## src/rtl/fifo_vc_pkg.sv

```systemverilog
// Shared defaults, depth legality check and status-flag bit positions for the
// per-VC FIFO bank.
package fifo_vc_pkg;

  localparam int unsigned BW_DEF    = 6;
  localparam int unsigned DEPTH_DEF = 8;
  localparam int unsigned NCH_DEF   = 4;

  localparam int unsigned FLG_FULL   = 0;
  localparam int unsigned FLG_EMPTY  = 1;
  localparam int unsigned FLG_AFULL  = 2;
  localparam int unsigned FLG_AEMPTY = 3;
  localparam int unsigned NFLG       = 4;

  function automatic bit is_pow2(input int unsigned v);
    return (v != 0) && ((v & (v - 1)) == 0);
  endfunction

endpackage

```

## src/rtl/fifo_vc_chan.sv

```systemverilog
// One virtual-channel FIFO: circular memory, fill counter, threshold flags,
// hysteretic pause and sticky overrun/underrun bits.
module fifo_vc_chan
  import fifo_vc_pkg::*;
#(
  parameter int BW    = BW_DEF,
  parameter int DEPTH = DEPTH_DEF,
  parameter int AW    = $clog2(DEPTH)
) (
  input  logic            clk,
  input  logic            reset_L,
  input  logic            wr_en,
  input  logic [BW-1:0]   wr_data,
  input  logic            rd_en,
  input  logic [AW:0]     umbral_bajo,
  input  logic [AW:0]     umbral_alto,
  input  logic            err_clr,
  output logic [BW-1:0]   rd_data,
  output logic            rd_valid,
  output logic [AW:0]     fill,
  output logic [NFLG-1:0] flags,
  output logic            pause,
  output logic            err_overrun,
  output logic            err_underrun
);

  localparam logic [AW:0] DEPTH_V = (AW+1)'(DEPTH);

  logic [BW-1:0] mem_q [DEPTH];
  logic [AW-1:0] wr_ptr_q, wr_ptr_d;
  logic [AW-1:0] rd_ptr_q, rd_ptr_d;
  logic [AW:0]   fill_q, fill_d;
  logic [BW-1:0] rd_data_q, rd_data_d;
  logic          rd_valid_q, rd_valid_d;
  logic          pause_q, pause_d;
  logic          ovr_q, ovr_d;
  logic          unr_q, unr_d;
  logic          full_w, empty_w, wr_ok, rd_ok;

  assign full_w  = (fill_q == DEPTH_V);
  assign empty_w = (fill_q == '0);

  always_comb begin
    // A read on a full channel frees the slot the same-cycle write lands in.
    wr_ok      = wr_en && (!full_w || rd_en);
    rd_ok      = rd_en && !empty_w;
    wr_ptr_d   = wr_ok ? wr_ptr_q + AW'(1) : wr_ptr_q;
    rd_ptr_d   = rd_ok ? rd_ptr_q + AW'(1) : rd_ptr_q;
    rd_data_d  = rd_ok ? mem_q[rd_ptr_q] : rd_data_q;
    rd_valid_d = rd_ok;
    fill_d     = fill_q;
    case ({wr_ok, rd_ok})
      2'b10:   fill_d = fill_q + (AW+1)'(1);
      2'b01:   fill_d = fill_q - (AW+1)'(1);
      default: fill_d = fill_q;
    endcase
    pause_d = pause_q;
    if (fill_d >= umbral_alto)      pause_d = 1'b1;
    else if (fill_d <= umbral_bajo) pause_d = 1'b0;
    ovr_d = (ovr_q && !err_clr) || (wr_en && !wr_ok);
    unr_d = (unr_q && !err_clr) || (rd_en && !rd_ok);
  end

  always_ff @(posedge clk or negedge reset_L) begin
    if (!reset_L) begin
      wr_ptr_q   <= '0;
      rd_ptr_q   <= '0;
      fill_q     <= '0;
      rd_data_q  <= '0;
      rd_valid_q <= 1'b0;
      pause_q    <= 1'b0;
      ovr_q      <= 1'b0;
      unr_q      <= 1'b0;
    end else begin
      wr_ptr_q   <= wr_ptr_d;
      rd_ptr_q   <= rd_ptr_d;
      fill_q     <= fill_d;
      rd_data_q  <= rd_data_d;
      rd_valid_q <= rd_valid_d;
      pause_q    <= pause_d;
      ovr_q      <= ovr_d;
      unr_q      <= unr_d;
    end
  end

  always_ff @(posedge clk) begin
    if (wr_ok) mem_q[wr_ptr_q] <= wr_data;
  end

  always_comb begin
    flags             = '0;
    flags[FLG_FULL]   = full_w;
    flags[FLG_EMPTY]  = empty_w;
    flags[FLG_AFULL]  = (fill_q >= umbral_alto);
    flags[FLG_AEMPTY] = (fill_q <= umbral_bajo);
  end

  assign rd_data      = rd_data_q;
  assign rd_valid     = rd_valid_q;
  assign fill         = fill_q;
  assign pause        = pause_q;
  assign err_overrun  = ovr_q;
  assign err_underrun = unr_q;

endmodule

```

## src/rtl/fifo_vc_bank.sv

```systemverilog
// Bank of NCH independent VC FIFOs sharing one write port steered by wr_vc,
// with per-channel read ports and a combined sticky error output.
module fifo_vc_bank
  import fifo_vc_pkg::*;
#(
  parameter int BW    = BW_DEF,
  parameter int DEPTH = DEPTH_DEF,
  parameter int NCH   = NCH_DEF,
  parameter int AW    = $clog2(DEPTH),
  parameter int CW    = $clog2(NCH)
) (
  input  logic                  clk,
  input  logic                  reset_L,
  input  logic                  wr_en,
  input  logic [CW-1:0]         wr_vc,
  input  logic [BW-1:0]         wr_data,
  input  logic [NCH-1:0]        rd_en,
  input  logic [AW:0]           umbral_bajo,
  input  logic [AW:0]           umbral_alto,
  input  logic                  err_clr,
  output logic [NCH*BW-1:0]     rd_data,
  output logic [NCH-1:0]        rd_valid,
  output logic [NCH*(AW+1)-1:0] fill,
  output logic [NCH-1:0]        full,
  output logic [NCH-1:0]        empty,
  output logic [NCH-1:0]        almost_full,
  output logic [NCH-1:0]        almost_empty,
  output logic [NCH-1:0]        pause,
  output logic [NCH-1:0]        err_overrun,
  output logic [NCH-1:0]        err_underrun,
  output logic                  error_output
);

  if (!is_pow2(DEPTH) || DEPTH < 2 || NCH < 2) begin : g_bad_cfg
    $error("fifo_vc_bank: DEPTH must be a power of two >= 2 and NCH >= 2");
  end

  logic [NFLG-1:0] flags_w [NCH];

  for (genvar i = 0; i < NCH; i++) begin : g_ch
    fifo_vc_chan #(
      .BW    (BW),
      .DEPTH (DEPTH),
      .AW    (AW)
    ) u_chan (
      .clk          (clk),
      .reset_L      (reset_L),
      .wr_en        (wr_en && (wr_vc == CW'(i))),
      .wr_data      (wr_data),
      .rd_en        (rd_en[i]),
      .umbral_bajo  (umbral_bajo),
      .umbral_alto  (umbral_alto),
      .err_clr      (err_clr),
      .rd_data      (rd_data[i*BW +: BW]),
      .rd_valid     (rd_valid[i]),
      .fill         (fill[i*(AW+1) +: (AW+1)]),
      .flags        (flags_w[i]),
      .pause        (pause[i]),
      .err_overrun  (err_overrun[i]),
      .err_underrun (err_underrun[i])
    );

    assign full[i]         = flags_w[i][FLG_FULL];
    assign empty[i]        = flags_w[i][FLG_EMPTY];
    assign almost_full[i]  = flags_w[i][FLG_AFULL];
    assign almost_empty[i] = flags_w[i][FLG_AEMPTY];
  end

  assign error_output = |{err_overrun, err_underrun};

endmodule

```

## config.mk

```make
export PLATFORM = sky130hd
export DESIGN_NAME = fifo_vc_bank
export DESIGN_NICKNAME = d
export VERILOG_FILES = /design/src/rtl/fifo_vc_pkg.sv /design/src/rtl/fifo_vc_chan.sv /design/src/rtl/fifo_vc_bank.sv
export SDC_FILE = /design/constraint.sdc
export NUM_CORES = 1
export LEC_CHECK = 0
export ABC_AREA = 1
export BUFFER_PORTS_ARGS = -buffer_cell sky130_fd_sc_hd__buf_2
export CORE_MARGIN = 1.5
export CORE_UTILIZATION = 55
export DETAILED_ROUTE_END_ITERATION = 10
export GPL_TIMING_DRIVEN = 0
export PLACE_DENSITY = 0.77
export SYNTH_ARGS = -nofsm -noshare
export SYNTH_HDL_FRONTEND = slang
export SYNTH_SLANG_ARGS = --single-unit
```

## constraint.sdc

```tcl
create_clock -name clk -period 2.7 [get_ports clk]
set_clock_uncertainty 0.05 [all_clocks]
set_input_delay 0.54 -clock clk [delete_from_list [all_inputs] [get_ports clk]]
set_output_delay 0.54 -clock clk [all_outputs]
set_load 0.01 [all_outputs]
```

# Yosys cells after proc, flatten, opt, wreduce, memory -nomap -nowiden

Memories as Yosys holds them, arrays and structs flattened. A register that Yosys moved wholly into a read port is not among the register bits.
Index checks and enable logic that the tools add are counted.
Widths: inputs -> output; s select.

Register bits after elaboration: 56
RAM bits: 192
Bits of input ports: 24
Output and inout bits: 73
Word-level logic and storage cells: 170
Memories: 4

Memories:

| name                 | depth | width | read ports | clocked after memory_dff | write ports | RTL line           | source |
|---|---|---|---|---|---|---|---|
| g_ch[0].u_chan.mem_q | 8     | 6     | 1          | 1                        | 1           | fifo_vc_chan.sv:29 | `logic [BW-1:0] mem_q [DEPTH];` |
| g_ch[1].u_chan.mem_q | 8     | 6     | 1          | 1                        | 1           | fifo_vc_chan.sv:29 |  |
| g_ch[2].u_chan.mem_q | 8     | 6     | 1          | 1                        | 1           | fifo_vc_chan.sv:29 |  |
| g_ch[3].u_chan.mem_q | 8     | 6     | 1          | 1                        | 1           | fifo_vc_chan.sv:29 |  |

Add/sub/neg operators: 16
$lt $le $gt $ge: 16
Eq/ne operators: 15
Mux-type cells: 20
Reductions and logical operators: 71

Operators with widths:

| cell                | count |
|---|---|
| $ge 4x4->1          | 8 |
| $le 4x4->1          | 8 |
| $pmux 4 s2          | 4 |
| $logic_and 1x1->1   | 28 |
| $add 3x1->3 const B | 8 |
| $logic_not 1->1     | 21 |
| $add 4x1->4 const B | 4 |
| $eq 4x4->1 const B  | 4 |
| $logic_not 4->1     | 4 |
| $mux 1              | 16 |
| $sub 4x1->4 const B | 4 |
| $eq 2x2->1 const B  | 6 |
| $logic_or 1x1->1    | 12 |
| $eq 2x1->1 const B  | 5 |
| $reduce_bool 2->1   | 4 |
| $reduce_or 8->1     | 1 |
| $logic_not 2->1     | 1 |

# Longest topological paths before layout

Gate-level depths: netlist of the first run.

Depth in word-level cells: 9
Gate-level depth with buffers: 18
Mapped depth without buffers: 17

# Hierarchy

Synthesis of the first run repeated with hierarchy kept, for this count alone.

Cells, all modules: 1450
Area, all modules: 14051.0 um^2

Modules (own cells, without submodules):

| module       | times used | cells each | area an instance (um^2) | sequential area each (um^2) |
|---|---|---|---|---|
| fifo_vc_chan | 4          | 357        | 3489.6                  | 1941.9 |
| fifo_vc_bank | 1          | 22         | 92.6                    | 0.0 |

# Least setup slack after synthesis of the first run

OpenSTA, ideal clock, no wires.

Kind: reg2reg
Start point: register g_ch[2].u_chan.fill_q[1]
End point: register g_ch[2].u_chan.pause_q
Setup time: 0.117 ns
Arrival time: 2.855 ns
Required time: 2.533 ns
Slack: -0.323 ns
Stages on the path, launching flop included: 17
Path buffers: 1
Cells stage by stage: dfrtp_1 > nor2_2 > nand3_2 > nand2_2 > inv_1 > buf_2 > ha_1 > ha_1 > or2_2 > nand3_1 > nand2_1 > a21oi_1 > ha_1 > a21oi_1 > o21ai_0 > nor2_1 > nand2_1

Elaborated cells on any way between the ends: 16
Those cells by class: 2 x add/sub; 2 x order compare; 3 x eq/ne; 2 x mux; 7 x reduce/logical

RTL lines:

| element                                            | RTL line                               | source |
|---|---|---|
| from (decl)                                        | fifo_vc_chan.sv:32                     | `logic [AW:0] fill_q, fill_d;` |
| from (signal assigned)                             | fifo_vc_chan.sv:77                     | `fill_q <= fill_d;` |
| $logic_not 4->1 (*)                                | fifo_vc_chan.sv:41                     | `assign empty_w = (fill_q == '0);` |
| $logic_not 1->1 (*)                                | fifo_vc_chan.sv:46                     | `rd_ok = rd_en && !empty_w;` |
| $logic_and 1x1->1 (*)                              | fifo_vc_chan.sv:46                     |  |
| via g_ch[2].u_chan.rd_ok                           | fifo_vc_chan.sv:38                     | `logic full_w, empty_w, wr_ok, rd_ok;` |
| $eq 2x1->1 / $eq 2x2->1 (equally long branches)    | fifo_vc_chan.sv:52                     | `case ({wr_ok, rd_ok})` |
| $pmux 4 s2 (*)                                     | fifo_vc_chan.sv:52                     |  |
| via g_ch[2].u_chan.fill_d[3]                       | fifo_vc_chan.sv:32                     |  |
| $ge 4x4->1 / $le 4x4->1 (equally long branches)    | fifo_vc_chan.sv:58, fifo_vc_chan.sv:59 |  |
| $mux 1 / $reduce_bool 2->1 (equally long branches) | -                                      |  |
| to (signal assigned)                               | fifo_vc_chan.sv:80                     | `pause_q <= pause_d;` |
| to (decl)                                          | fifo_vc_chan.sv:35                     | `logic pause_q, pause_d;` |

The timed path passes the listed nets; every way through them passes the cells marked *.
A chain may end at the register's enable or synchronous reset.

# Worst setup path in the final report of the first run

Start point: register g_ch[1].u_chan.fill_q[0]
End point: register g_ch[1].u_chan.pause_q

Longest elaborated chain between the ends: 8
Elaborated cells on any way between the ends: 16
Those cells by class: 2 x add/sub; 2 x order compare; 3 x eq/ne; 2 x mux; 7 x reduce/logical

RTL lines:

| element                                            | RTL line                               | source |
|---|---|---|
| from (decl)                                        | fifo_vc_chan.sv:32                     |  |
| from (signal assigned)                             | fifo_vc_chan.sv:77                     |  |
| $eq 4x4->1                                         | fifo_vc_chan.sv:40                     | `assign full_w = (fill_q == DEPTH_V);` |
| $logic_not 1->1                                    | fifo_vc_chan.sv:45                     | `wr_ok = wr_en && (!full_w \|\| rd_en);` |
| $logic_or 1x1->1                                   | fifo_vc_chan.sv:45                     |  |
| $logic_and 1x1->1                                  | fifo_vc_chan.sv:45                     |  |
| $eq 2x1->1 / $eq 2x2->1 (equally long branches)    | fifo_vc_chan.sv:52                     |  |
| $pmux 4 s2 (*)                                     | fifo_vc_chan.sv:52                     |  |
| via g_ch[1].u_chan.fill_d[2]                       | fifo_vc_chan.sv:32                     |  |
| $ge 4x4->1 / $le 4x4->1 (equally long branches)    | fifo_vc_chan.sv:58, fifo_vc_chan.sv:59 |  |
| $mux 1 / $reduce_bool 2->1 (equally long branches) | -                                      |  |
| to (signal assigned)                               | fifo_vc_chan.sv:80                     |  |
| to (decl)                                          | fifo_vc_chan.sv:35                     |  |

Marked as above.

==> flow_summary.json, run 1 <==
{
  "num_rows": 57,
  "final_common_cell": "nand2_1",
  "synthTopCellsByArea": "edfxtp_1 (42%), dfrtp_1 (15%), nand2_1 (11%), ha_1 (7.7%), inv_1 (6.5%)",
  "slew_violations": 0,
  "pre_cts_ws_ps": -477,
  "clkTransAtPathRegs_ps": 60,
  "drv_cap": 0,
  "seq_area_frac_synth_pct": 57.1,
  "yosysWarnings": 0,
  "p_leak_nw": 7.61,
  "routed_via_density": 5.24,
  "area_delta_synth_final_pct": 19.1,
  "finalHoldViolations": 0,
  "max_slew_margin_pct": 47.7,
  "ios": 97,
  "final.period_utilization_pct": 99.8,
  "initial_utilization_pct": 56.0,
  "yosysTopAreaCell": "edfxtp_1",
  "hold_end": "g_ch[1].u_chan.err_underrun$_DFF_PN0_",
  "fmax_mhz": 371,
  "placed_area_um2": 14700,
  "clk_latency_ps": 530,
  "drtPass1Iterations": 5,
  "die_h_um": 160,
  "met3WireLength_um": 1870,
  "p_total_mw": 16.8,
  "syn_nets": 1544,
  "first_global_vias": 9664,
  "wl_met1_um": 13200,
  "ir_drop_mv": 0.550,
  "status": "completed",
  "final_area_um2": 16200,
  "place.gp.congestion": 0.857,
  "hold_path.class": "primary input to flop",
  "ys_ff_latch": 272,
  "cp-start-kind": "flop",
  "wire_per_inst_um": 16.0,
  "worstMarginPinSlew_ps": 784,
  "fin_tns_setup_ps": 0,
  "met2WireLength_um": 15100,
  "dieArea_um2": 25700,
  "coreArea_um2": 24300,
  "reg2reg_from": "g_ch[1].u_chan.fill[0]$_DFF_PN0_",
  "drc_errors": 0,
  "grt_pass1_wl_um": 48600,
  "ant_nets": 0,
  "grt_antenna_before_repair": 0,
  "finalNetCount": 1717,
  "cts_buffers": 27,
  "r2r_cells": 13,
  "grt_max_degree": 61,
  "cp_slowest_cell": "dfrtp_2",
  "path_cells": "nor2_4, nand3_4, nand2_4, inv_8, ha_4, fa_1, xnor2_1, a21oi_1, ha_1, nand2_1, o21ai_1, nor2_1, nand2_1",
  "powerDensity_nw_per_um2": 1040,
  "syn_inst": 1432,
  "dpl.hpwl_um": 20600,
  "crit_top_cell": "nand2_1",
  "cp-end-kind": "flop",
  "worstPathArrival_ps": 3060,
  "tritoncts": "built",
  "numPortBuffers": 96,
  "synthDistinctLibCells": 30,
  "postLayoutCoreUtil_pct": 66.7,
  "die_x_um": 160,
  "worstPathRequired_ps": 3070,
  "cp_slowest_stage_delay_ps": 420,
  "antenna_cells": 0,
  "period_needed_ps": 2700,
  "rsz0062_at_grt": "yes",
  "mostFrequentLayoutCells": "nand2_1 (402), inv_1 (230), edfxtp_1 (192), nand3_1 (161), buf_2 (115)",
  "syn-cell-area_um2": 13600,
  "num_vias": 10200,
  "grt.overflow.total": 0,
  "syn_area_per_cell_um2": 9.51,
  "r2r_slack_ps": 5,
  "drive_gt1_share_pct": 21.3,
  "setup_slack_ps": 4.94,
  "drt-initial-drc-count": 729,
  "grt_usage_pct": 23.9,
  "crit_type": "flop to flop",
  "holdPathStages": 3,
  "post-synth-top-area-fraction_pct": 42.4,
  "highest_layer": "met4",
  "cts_max_path_buffers": 3,
  "setup_viol": 0,
  "routed_wl_um": 31100,
  "root_buffer": "clkbuf_16",
  "r2r_end": "g_ch[1].u_chan.pause$_DFFE_PN0P_",
  "worstPathMaxFanout": 12,
  "cts.sinks": 272,
  "htree_levels": 1,
  "min_from": "rd_en[1]"
}
==> worst max-delay path: cells and delay by family (launching register included) <==
| kind | cells | cell delay [ps] |
|---|---|---|
| DFF | 1 | 420 |
| AOI/OAI and AO/OA | 2 | 380 |
| buffers and inverters | 1 | 60 |
| and+or+nand+nor | 6 | 650 |
| xor gates and xnor gates | 1 | 140 |
| adders and majority gates | 3 | 870 |
==> sequential cells by signal (all words and copies together), names as in the netlist <==
register and count:
g_ch.u_chan.mem_q 192, g_ch.u_chan.err_overrun 4, g_ch.u_chan.rd_data 24, g_ch.u_chan.wr_ptr_q 12, g_ch.u_chan.pause 4, g_ch.u_chan.err_underrun 4
g_ch.u_chan.rd_valid 4, g_ch.u_chan.fill 16, g_ch.u_chan.rd_ptr_q 12
==> how the worst max path moves through the flow <==
stage	to	cells past startpoint	start	slack (ps)
6_report	g_ch[1].u_chan.pause$_DFFE_PN0P_	13	g_ch[1].u_chan.fill[0]$_DFF_PN0_	5
5_1_grt	g_ch[0].u_chan.pause$_DFFE_PN0P_	17	g_ch[0].u_chan.fill[0]$_DFF_PN0_	-130
4_1_cts	g_ch[3].u_chan.pause$_DFFE_PN0P_	15	g_ch[3].u_chan.fill[1]$_DFF_PN0_	-20
3_5_place_dp	g_ch[0].u_chan.pause$_DFFE_PN0P_	14	wr_vc[1]	-480
3_3_place_gp	g_ch[0].u_chan.pause$_DFFE_PN0P_	14	wr_vc[1]	-510
2_1_floorplan	g_ch[2].u_chan.pause$_DFFE_PN0P_	16	g_ch[2].u_chan.fill[0]$_DFF_PN0_	-30
==> synthesized netlist by cell type <==
cell	count
nor4_1	3
o22ai_1	5
nand3_2	2
xnor2_1	11
nand3_1	166
fa_1	4
buf_2	21
o21ai_1	3
buf_4	27
inv_1	235
nor3_2	3
dfrtp_1	80
nor2_2	19
or2_2	4
nor3_1	1
or2_4	4
xor2_1	4
edfxtp_1	192
nand2_2	7
o211ai_1	4
a21oi_1	36
buf_1	4
nand2_1	413
inv_2	8
nor2_1	44
o21ai_0	27
clkbuf_1	8
nand4_1	12
ha_1	84
o21ai_2	1
==> kinds of logic (layout without fill, tap and decap cells) <==
| kind of cell | after synthesis | count (layout) | synth area share [%] |
|---|---|---|---|
| xor gates and xnor gates | 15 | 15 | 0.965 |
| adders and majority gates | 88 | 88 | 8.31 |
| AOI/OAI and AO/OA | 76 | 76 | 2.94 |
| buffers and inverters | 303 | 496 | 9.29 |
| DFF | 272 | 272 | 57.1 |
| and+or+nand+nor | 678 | 678 | 21.4 |
==> where the power goes <==
| group | internal [mW] | leakage [nW] | total, mW | switching (mW) |
|---|---|---|---|---|
| sequential | 5.14 | 2.68 | 5.58 | 0.439 |
| clock | 2.13 | 0.428 | 3.66 | 1.53 |
| combinational | 2.98 | 4.49 | 7.55 | 4.57 |
| total | 10.2 | 7.61 | 16.8 | 6.54 |
==> metal layers <==
metal / global-route usage [%] / vias up
met5: 0 / -
met4: 9.05 / 0
met3: 2.87 / 67
met2: 40.0 / 358
met1: 32.3 / 4806
li1: - / 4973
==> cell type report <==
class,instances,area (um2)
fillers,1768,8110
repair buffers,148,900
clock inverters,12,93.8
inverters,243,935
flip-flops and latches,272,7790
multi-input cells,857,4980
well taps,324,405
plain buffers,56,325
clock buffers,37,785
==> stage by stage <==
stage	hold slack (ps)	instances
after floorplan	194	1432
after global placement	407	1852
after detailed placement	394	1853
after CTS	277	1936
after global routing	300	1949
final	305	1949
==> what timing repair did <==
item,4_1_cts,5_1_grt
gates resized for setup,32,35
hold endpoints to repair,20,0
endpoints found under the setup margin,4,5
pin swaps,32,35
buffers inserted,36,14
hold buffers,1,0
Note: power is estimated with default switching activity, not from simulation.
==> run 2: changes to the inputs <==
--- a/config.mk
+++ b/config.mk
@@ -7,6 +7,7 @@
 export LEC_CHECK = 0
 export ABC_AREA = 1
 export BUFFER_PORTS_ARGS = -buffer_cell sky130_fd_sc_hd__buf_2
+export CORE_ASPECT_RATIO = 1.25
 export CORE_MARGIN = 1.5
 export CORE_UTILIZATION = 55
 export DETAILED_ROUTE_END_ITERATION = 10
==> run 2 against run 1 <==
Effect of this change:
- the run now ends with negative setup slack left
- final area grew 0.19%
- power grew 0.25%
- worst hold slack lost 26 ps
- combinational power grew 2%
- highest routed layer unchanged
==> flow_summary.json, run 2 (synthesized netlist as in run 1, its figures left out) <==
{
  "status": "complete, but fails checks",
  "violations": "negative setup slack",
  "area_delta_synth_final_pct": 19.3,
  "finalNetCount": 1723,
  "root_buffer": "clkbuf_16",
  "fin_cells": 1959,
  "final_common_cell": "nand2_1",
  "fillers": 1792,
  "worstPathMaxFanout": 12,
  "antenna_cells": 0,
  "cts.sinks": 272,
  "cp_slowest_stage_delay_ps": 440,
  "drt-initial-drc-count": 737,
  "wire_per_inst_um": 16.5,
  "placed_cells_incl_taps": 1859,
  "place.gp.congestion": 0.893,
  "final.period_utilization_pct": 103,
  "r2r_slack_ps": -90,
  "r2r_end": "g_ch[0].u_chan.pause$_DFFE_PN0P_",
  "coreArea_um2": 24400,
  "ir_drop_mv": 0.581,
  "cp-start-kind": "flop",
  "powerDensity_nw_per_um2": 1040,
  "clk_latency_ps": 530,
  "cts_max_path_buffers": 3,
  "die_h_um": 179,
  "drtPass1Iterations": 5,
  "grt.overflow.total": 0,
  "cp-end-kind": "flop",
  "pre_cts_ws_ps": -971,
  "clkTransAtPathRegs_ps": 70,
  "r2r_cells": 13,
  "grt_max_degree": 58,
  "dieArea_um2": 25700,
  "die_x_um": 144,
  "num_rows": 64,
  "period_needed_ps": 2790,
  "cp_slowest_cell": "dfrtp_2",
  "holdPathStages": 3,
  "fmax_mhz": 358,
  "worstMarginPinSlew_ps": 767,
  "largest_register_ffs": 192,
  "setup_viol": 3,
  "crit_type": "flop to flop",
  "grt_usage_pct": 25.2,
  "drc_errors": 0,
  "ios": 97,
  "htree_levels": 1,
  "first_global_vias": 10100,
  "finalHoldViolations": 0,
  "routed_via_density": 5.26,
  "holdWs_ps": 279,
  "initial_utilization_pct": 55.7,
  "setup_slack_ps": -92.1,
  "grt_antenna_before_repair": 0,
  "reg2reg_from": "g_ch[0].u_chan.fill[0]$_DFF_PN0_",
  "mostFrequentLayoutCells": "nand2_1 (405), inv_1 (228), edfxtp_1 (192), nand3_1 (160), buf_2 (115)",
  "max_slew_margin_pct": 48.9,
  "worstPathArrival_ps": 3170,
  "numPortBuffers": 96,
  "regArea_um2": 7790,
  "dpl.hpwl_um": 20500,
  "p_leak_nw": 7.60,
  "worstPathRequired_ps": 3080,
  "rsz0062_at_grt": "yes",
  "slew_violations": 0,
  "multiInputGateArea_um2": 5010,
  "hold_end": "g_ch[1].u_chan.err_underrun$_DFF_PN0_",
  "ant_nets": 0,
  "num_vias": 10300,
  "regMostFlops": "g_ch.u_chan.mem_q",
  "cts_buffers": 25,
  "min_from": "rd_en[1]",
  "tritoncts": "built",
  "hold_path.class": "primary input to flop",
  "drive_gt1_share_pct": 22.0,
  "grt_pass1_wl_um": 49800,
  "path_cells": "nor2_4, nand3_4, nand2_8, inv_8, ha_4, fa_1, xnor2_1, a21oi_1, ha_1, nand2_1, o21ai_2, nor2_1, nand2_1",
  "crit_top_cell": "nand2_1",
  "p_total_mw": 16.8,
  "drv_cap": 0,
  "routed_wl_um": 32300
}
==> run 2: per-layer routing <==
metal  global-route usage [%]  vias up  part of all wire, %
met5                        0        -                    0
met4                     10.8        0                  3.7
met3                     3.53       92                  5.9
met2                     45.3      381                   51
met1                     30.1     4854                   39
li1                         -     4974                    -
==> run 2: cell type report <==
| type | instances | share of cell area [%] |
|---|---|---|
| Buffer | 56 | 2.00 |
| Clock buffer | 27 | 3.96 |
| Clock inverter | 18 | 1.08 |
| Inverter | 243 | 5.76 |
| Multi-Input combinational cell | 857 | 30.8 |
| Sequential cell | 272 | 47.9 |
| Tap cell | 330 | 2.54 |
| Timing Repair Buffer | 156 | 5.88 |
==> run 2: stage by stage <==
| stage | TNS (ps) | util [%] | instance area [um2] |
|---|---|---|---|
| detailed placement | -5660 | 60.3 | 14700 |
| floorplan | -25.2 | - | 13800 |
| CTS | -3.99 | 65.7 | 16100 |
| global placement | -3710 | 60.2 | 14700 |
| global route | -528 | 66.5 | 16200 |
| finish | -108 | 66.5 | 16200 |
==> run 2: power by group <==
group / switching, mW / leakage (nW) / internal [mW]
registers: 0.457 / 2.68 / 5.14
clock network: 1.58 / 0.393 / 1.95
logic: 4.69 / 4.53 / 3.02
==> run 2: repair_timing <==
action | in CTS | in global routing
buffers inserted | 52 | 7
hold buffers | 1 | 0
hold endpoints to repair | 23 | 0
pin swaps | 37 | 36
setup endpoints to repair | 4 | 7
resized for setup | 42 | 30
==> run 2: worst max-delay path by stage <==
stage	startpoint	to	slack, ps	cells after the start
after floorplan	g_ch[2].u_chan.fill[0]$_DFF_PN0_	g_ch[2].u_chan.pause$_DFFE_PN0P_	-30	16
after global placement	wr_vc[1]	g_ch[0].u_chan.pause$_DFFE_PN0P_	-860	14
after detailed placement	wr_vc[1]	g_ch[0].u_chan.pause$_DFFE_PN0P_	-970	14
after CTS	g_ch[2].u_chan.fill[1]$_DFF_PN0_	g_ch[2].u_chan.pause$_DFFE_PN0P_	-4	16
after global routing	g_ch[0].u_chan.fill[0]$_DFF_PN0_	g_ch[0].u_chan.pause$_DFFE_PN0P_	-160	13
final	g_ch[0].u_chan.fill[0]$_DFF_PN0_	g_ch[0].u_chan.pause$_DFFE_PN0P_	-90	13
==> run 2: critical path: cells and delay by family (launching register included) <==
family	cells	cell delay, ps
xor+xnor	1	160
simple gates	6	700
buf+inv	1	60
flops	1	440
compound gates	2	390
fa+ha+maj	3	870
==> run 3: changes to the inputs <==
--- a/config.mk
+++ b/config.mk
@@ -9,10 +9,11 @@
 export BUFFER_PORTS_ARGS = -buffer_cell sky130_fd_sc_hd__buf_2
 export CORE_ASPECT_RATIO = 1.25
 export CORE_MARGIN = 1.5
-export CORE_UTILIZATION = 55
+export CORE_UTILIZATION = 57
+export CTS_BUF_LIST = sky130_fd_sc_hd__clkbuf_4 sky130_fd_sc_hd__clkbuf_8
 export DETAILED_ROUTE_END_ITERATION = 10
 export GPL_TIMING_DRIVEN = 0
-export PLACE_DENSITY = 0.77
+export PLACE_DENSITY = 0.79
 export SYNTH_ARGS = -nofsm -noshare
 export SYNTH_HDL_FRONTEND = slang
 export SYNTH_SLANG_ARGS = --single-unit
==> run 3 against run 2 <==
Effect of this change:
- the flow still finishes with violations (negative setup slack)
- highest routed layer unchanged
- global-route usage up 0.57 points
- die area down 3.4%
- flip-flop and latch count unchanged
- maximum frequency down 0.72%
- largest power group unchanged
- via count up 0.31%
==> flow_summary.json, run 3 (synthesized netlist as in run 1, its figures left out) <==
{
  "finalNetCount": 1725,
  "grt_pass1_wl_um": 49600,
  "worstMarginPinSlew_ps": 789,
  "num_vias": 10300,
  "largest_register_ffs": 192,
  "worstPathArrival_ps": 3180,
  "regMostFlops": "g_ch.u_chan.mem_q",
  "p_total_mw": 17.2,
  "p_seq_share_pct": 32.5,
  "p_sw_share_pct": 39.1,
  "clkTransAtPathRegs_ps": 70,
  "r2r_cells": 15,
  "drtPass1Iterations": 5,
  "die_h_um": 176,
  "place.gp.congestion": 0.862,
  "initial_utilization_pct": 57.8,
  "r2r_slack_ps": -110,
  "final_area_um2": 16200,
  "area_delta_synth_final_pct": 19.0,
  "cp-end-kind": "flop",
  "drv_cap": 0,
  "grt_antenna_before_repair": 0,
  "routed_wl_um": 31700,
  "grt_max_degree": 65,
  "antenna_cells": 0,
  "grt.overflow.total": 0,
  "fillers": 1682,
  "fin_cells": 1938,
  "dieArea_um2": 24800,
  "drt-initial-drc-count": 685,
  "numPortBuffers": 96,
  "placed_cells_incl_taps": 1821,
  "finalHoldViolations": 0,
  "drive_gt1_share_pct": 21.9,
  "p_leak_nw": 7.65,
  "max_slew_margin_pct": 47.4,
  "slew_violations": 0,
  "violations": "negative setup slack",
  "period_needed_ps": 2810,
  "reg2reg_from": "g_ch[3].u_chan.fill[0]$_DFF_PN0_",
  "dpl.hpwl_um": 20400,
  "cts_buffers": 42,
  "final.period_utilization_pct": 104,
  "cts.sinks": 272,
  "hold_path.class": "primary input to flop",
  "ios": 97,
  "die_x_um": 141,
  "routed_via_density": 5.33,
  "cts_max_path_buffers": 3,
  "num_rows": 63,
  "rsz0062_at_grt": "yes",
  "crit_start": "g_ch[3].u_chan.fill[0]$_DFF_PN0_",
  "clk_latency_ps": 540,
  "endpoint": "g_ch[3].u_chan.pause$_DFFE_PN0P_",
  "first_global_vias": 10100,
  "htree_levels": 2,
  "wire_per_inst_um": 16.4,
  "worstPathRequired_ps": 3070,
  "ir_drop_mv": 0.613,
  "crit_type": "flop to flop",
  "root_buffer": "clkbuf_8",
  "worstPathMaxFanout": 4,
  "setup_slack_ps": -112,
  "placed_area_um2": 14700,
  "internal-power_mw": 10.5,
  "grt_usage_pct": 25.8,
  "drc_errors": 0,
  "mostFrequentLayoutCells": "nand2_1 (406), inv_1 (233), edfxtp_1 (192), nand3_1 (161), buf_2 (115)",
  "fmax_mhz": 356,
  "switchingPower_mw": 6.73,
  "setup_viol": 3,
  "tritoncts": "built",
  "combPwrFrac_pct": 44.0,
  "final_common_cell": "nand2_1",
  "powerDensity_nw_per_um2": 1060,
  "ant_nets": 0,
  "coreArea_um2": 23600,
  "status": "complete, but fails checks",
  "r2r_end": "g_ch[3].u_chan.pause$_DFFE_PN0P_",
  "cp-start-kind": "flop",
  "clock_power_share_pct": 23.5
}
-- run 3: cell count changes in the layout (fill, tap and decap cells not counted), sizes merged --
cell and change:
clkbuf +26, buf -15, bufinv +5, clkinv +3, clkinvlp -1, inv -1
-- run 3: cell type report --
type	count	area (um2)	area share, %
Buffer	57	337	2.08
Clock inverter	24	307	1.89
Timing Repair Buffer	140	840	5.18
Clock buffer	53	692	4.27
Multi-Input combinational cell	857	4950	30.5
Sequential cell	272	7790	48.1
Tap cell	292	365	2.25
Inverter	243	930	5.74
-- run 3: power by group through the flow --
stage / Combinational [mW] / Clock (mW) / Sequential [mW]
finish: 7.56 / 4.03 / 5.59
global route: 8.39 / 4.24 / 5.65
CTS: 7.29 / 4.07 / 5.58
detailed placement: 6.46 / 0 / 5.84
global placement: 6.17 / 0 / 5.83
floorplan: 4.46 / 0 / 5.84
-- run 3: how the worst min path moves through the flow --
stage / slack, ps / end / cells after the start / start
global route: 270 / g_ch[1].u_chan.err_underrun$_DFF_PN0_ / 3 / rd_en[1]
detailed placement: 400 / g_ch[2].u_chan.rd_data[2]$_DFFE_PN0P_ / 1 / reset_L
global placement: 410 / g_ch[2].u_chan.rd_data[0]$_DFFE_PN0P_ / 2 / g_ch[2].u_chan.rd_data[0]$_DFFE_PN0P_
finish: 250 / g_ch[1].u_chan.err_underrun$_DFF_PN0_ / 3 / rd_en[1]
CTS: 230 / g_ch[1].u_chan.err_underrun$_DFF_PN0_ / 3 / rd_en[1]
floorplan: 190 / g_ch[0].u_chan.err_overrun$_DFF_PN0_ / 0 / reset_L
-- run 3: worst max-delay path, stage by stage (launching register included) --
cell     delay [ps]
dfrtp_2         430
nor2_4          180
buf_6           120
nand4_1          80
nand2_2         130
ha_4            180
ha_4            220
or2_4           240
nand3_2          90
nand2_2          70
a21oi_4         250
ha_4            250
a21oi_2         110
o21ai_1          80
nor2_1          130
nand2_1          60
-- run 3: through the flow --
| stage | worst slack, ps | utilization, % | TNS [ps] | hold slack, ps |
|---|---|---|---|---|
| after floorplan | -25.2 | - | -25.2 | 194 |
| after global placement | -916 | 62.2 | -4640 | 408 |
| after detailed placement | -901 | 62.3 | -4910 | 396 |
| after CTS | -2.45 | 68.4 | -2.45 | 229 |
| after global routing | -219 | 68.8 | -659 | 272 |
| final | -112 | 68.8 | -125 | 248 |
-- run 3: metal layers --
layer | part of all wire (%) | global-route usage [%] | up-vias
met5 | 0 | 0 | -
met4 | 3.1 | 10.4 | 0
met3 | 7.1 | 4.96 | 93
met2 | 50 | 44.3 | 389
met1 | 40 | 32.0 | 4859
li1 | - | - | 4992
-- run 3: timing repair --
action / 4_1_cts / 5_1_grt
endpoints found under the hold margin: 16 / 0
setup buffers: 36 / 6
resized for setup: 43 / 14
hold buffers: 1 / 0
setup endpoints to repair: 4 / 5
pin swaps: 34 / 12
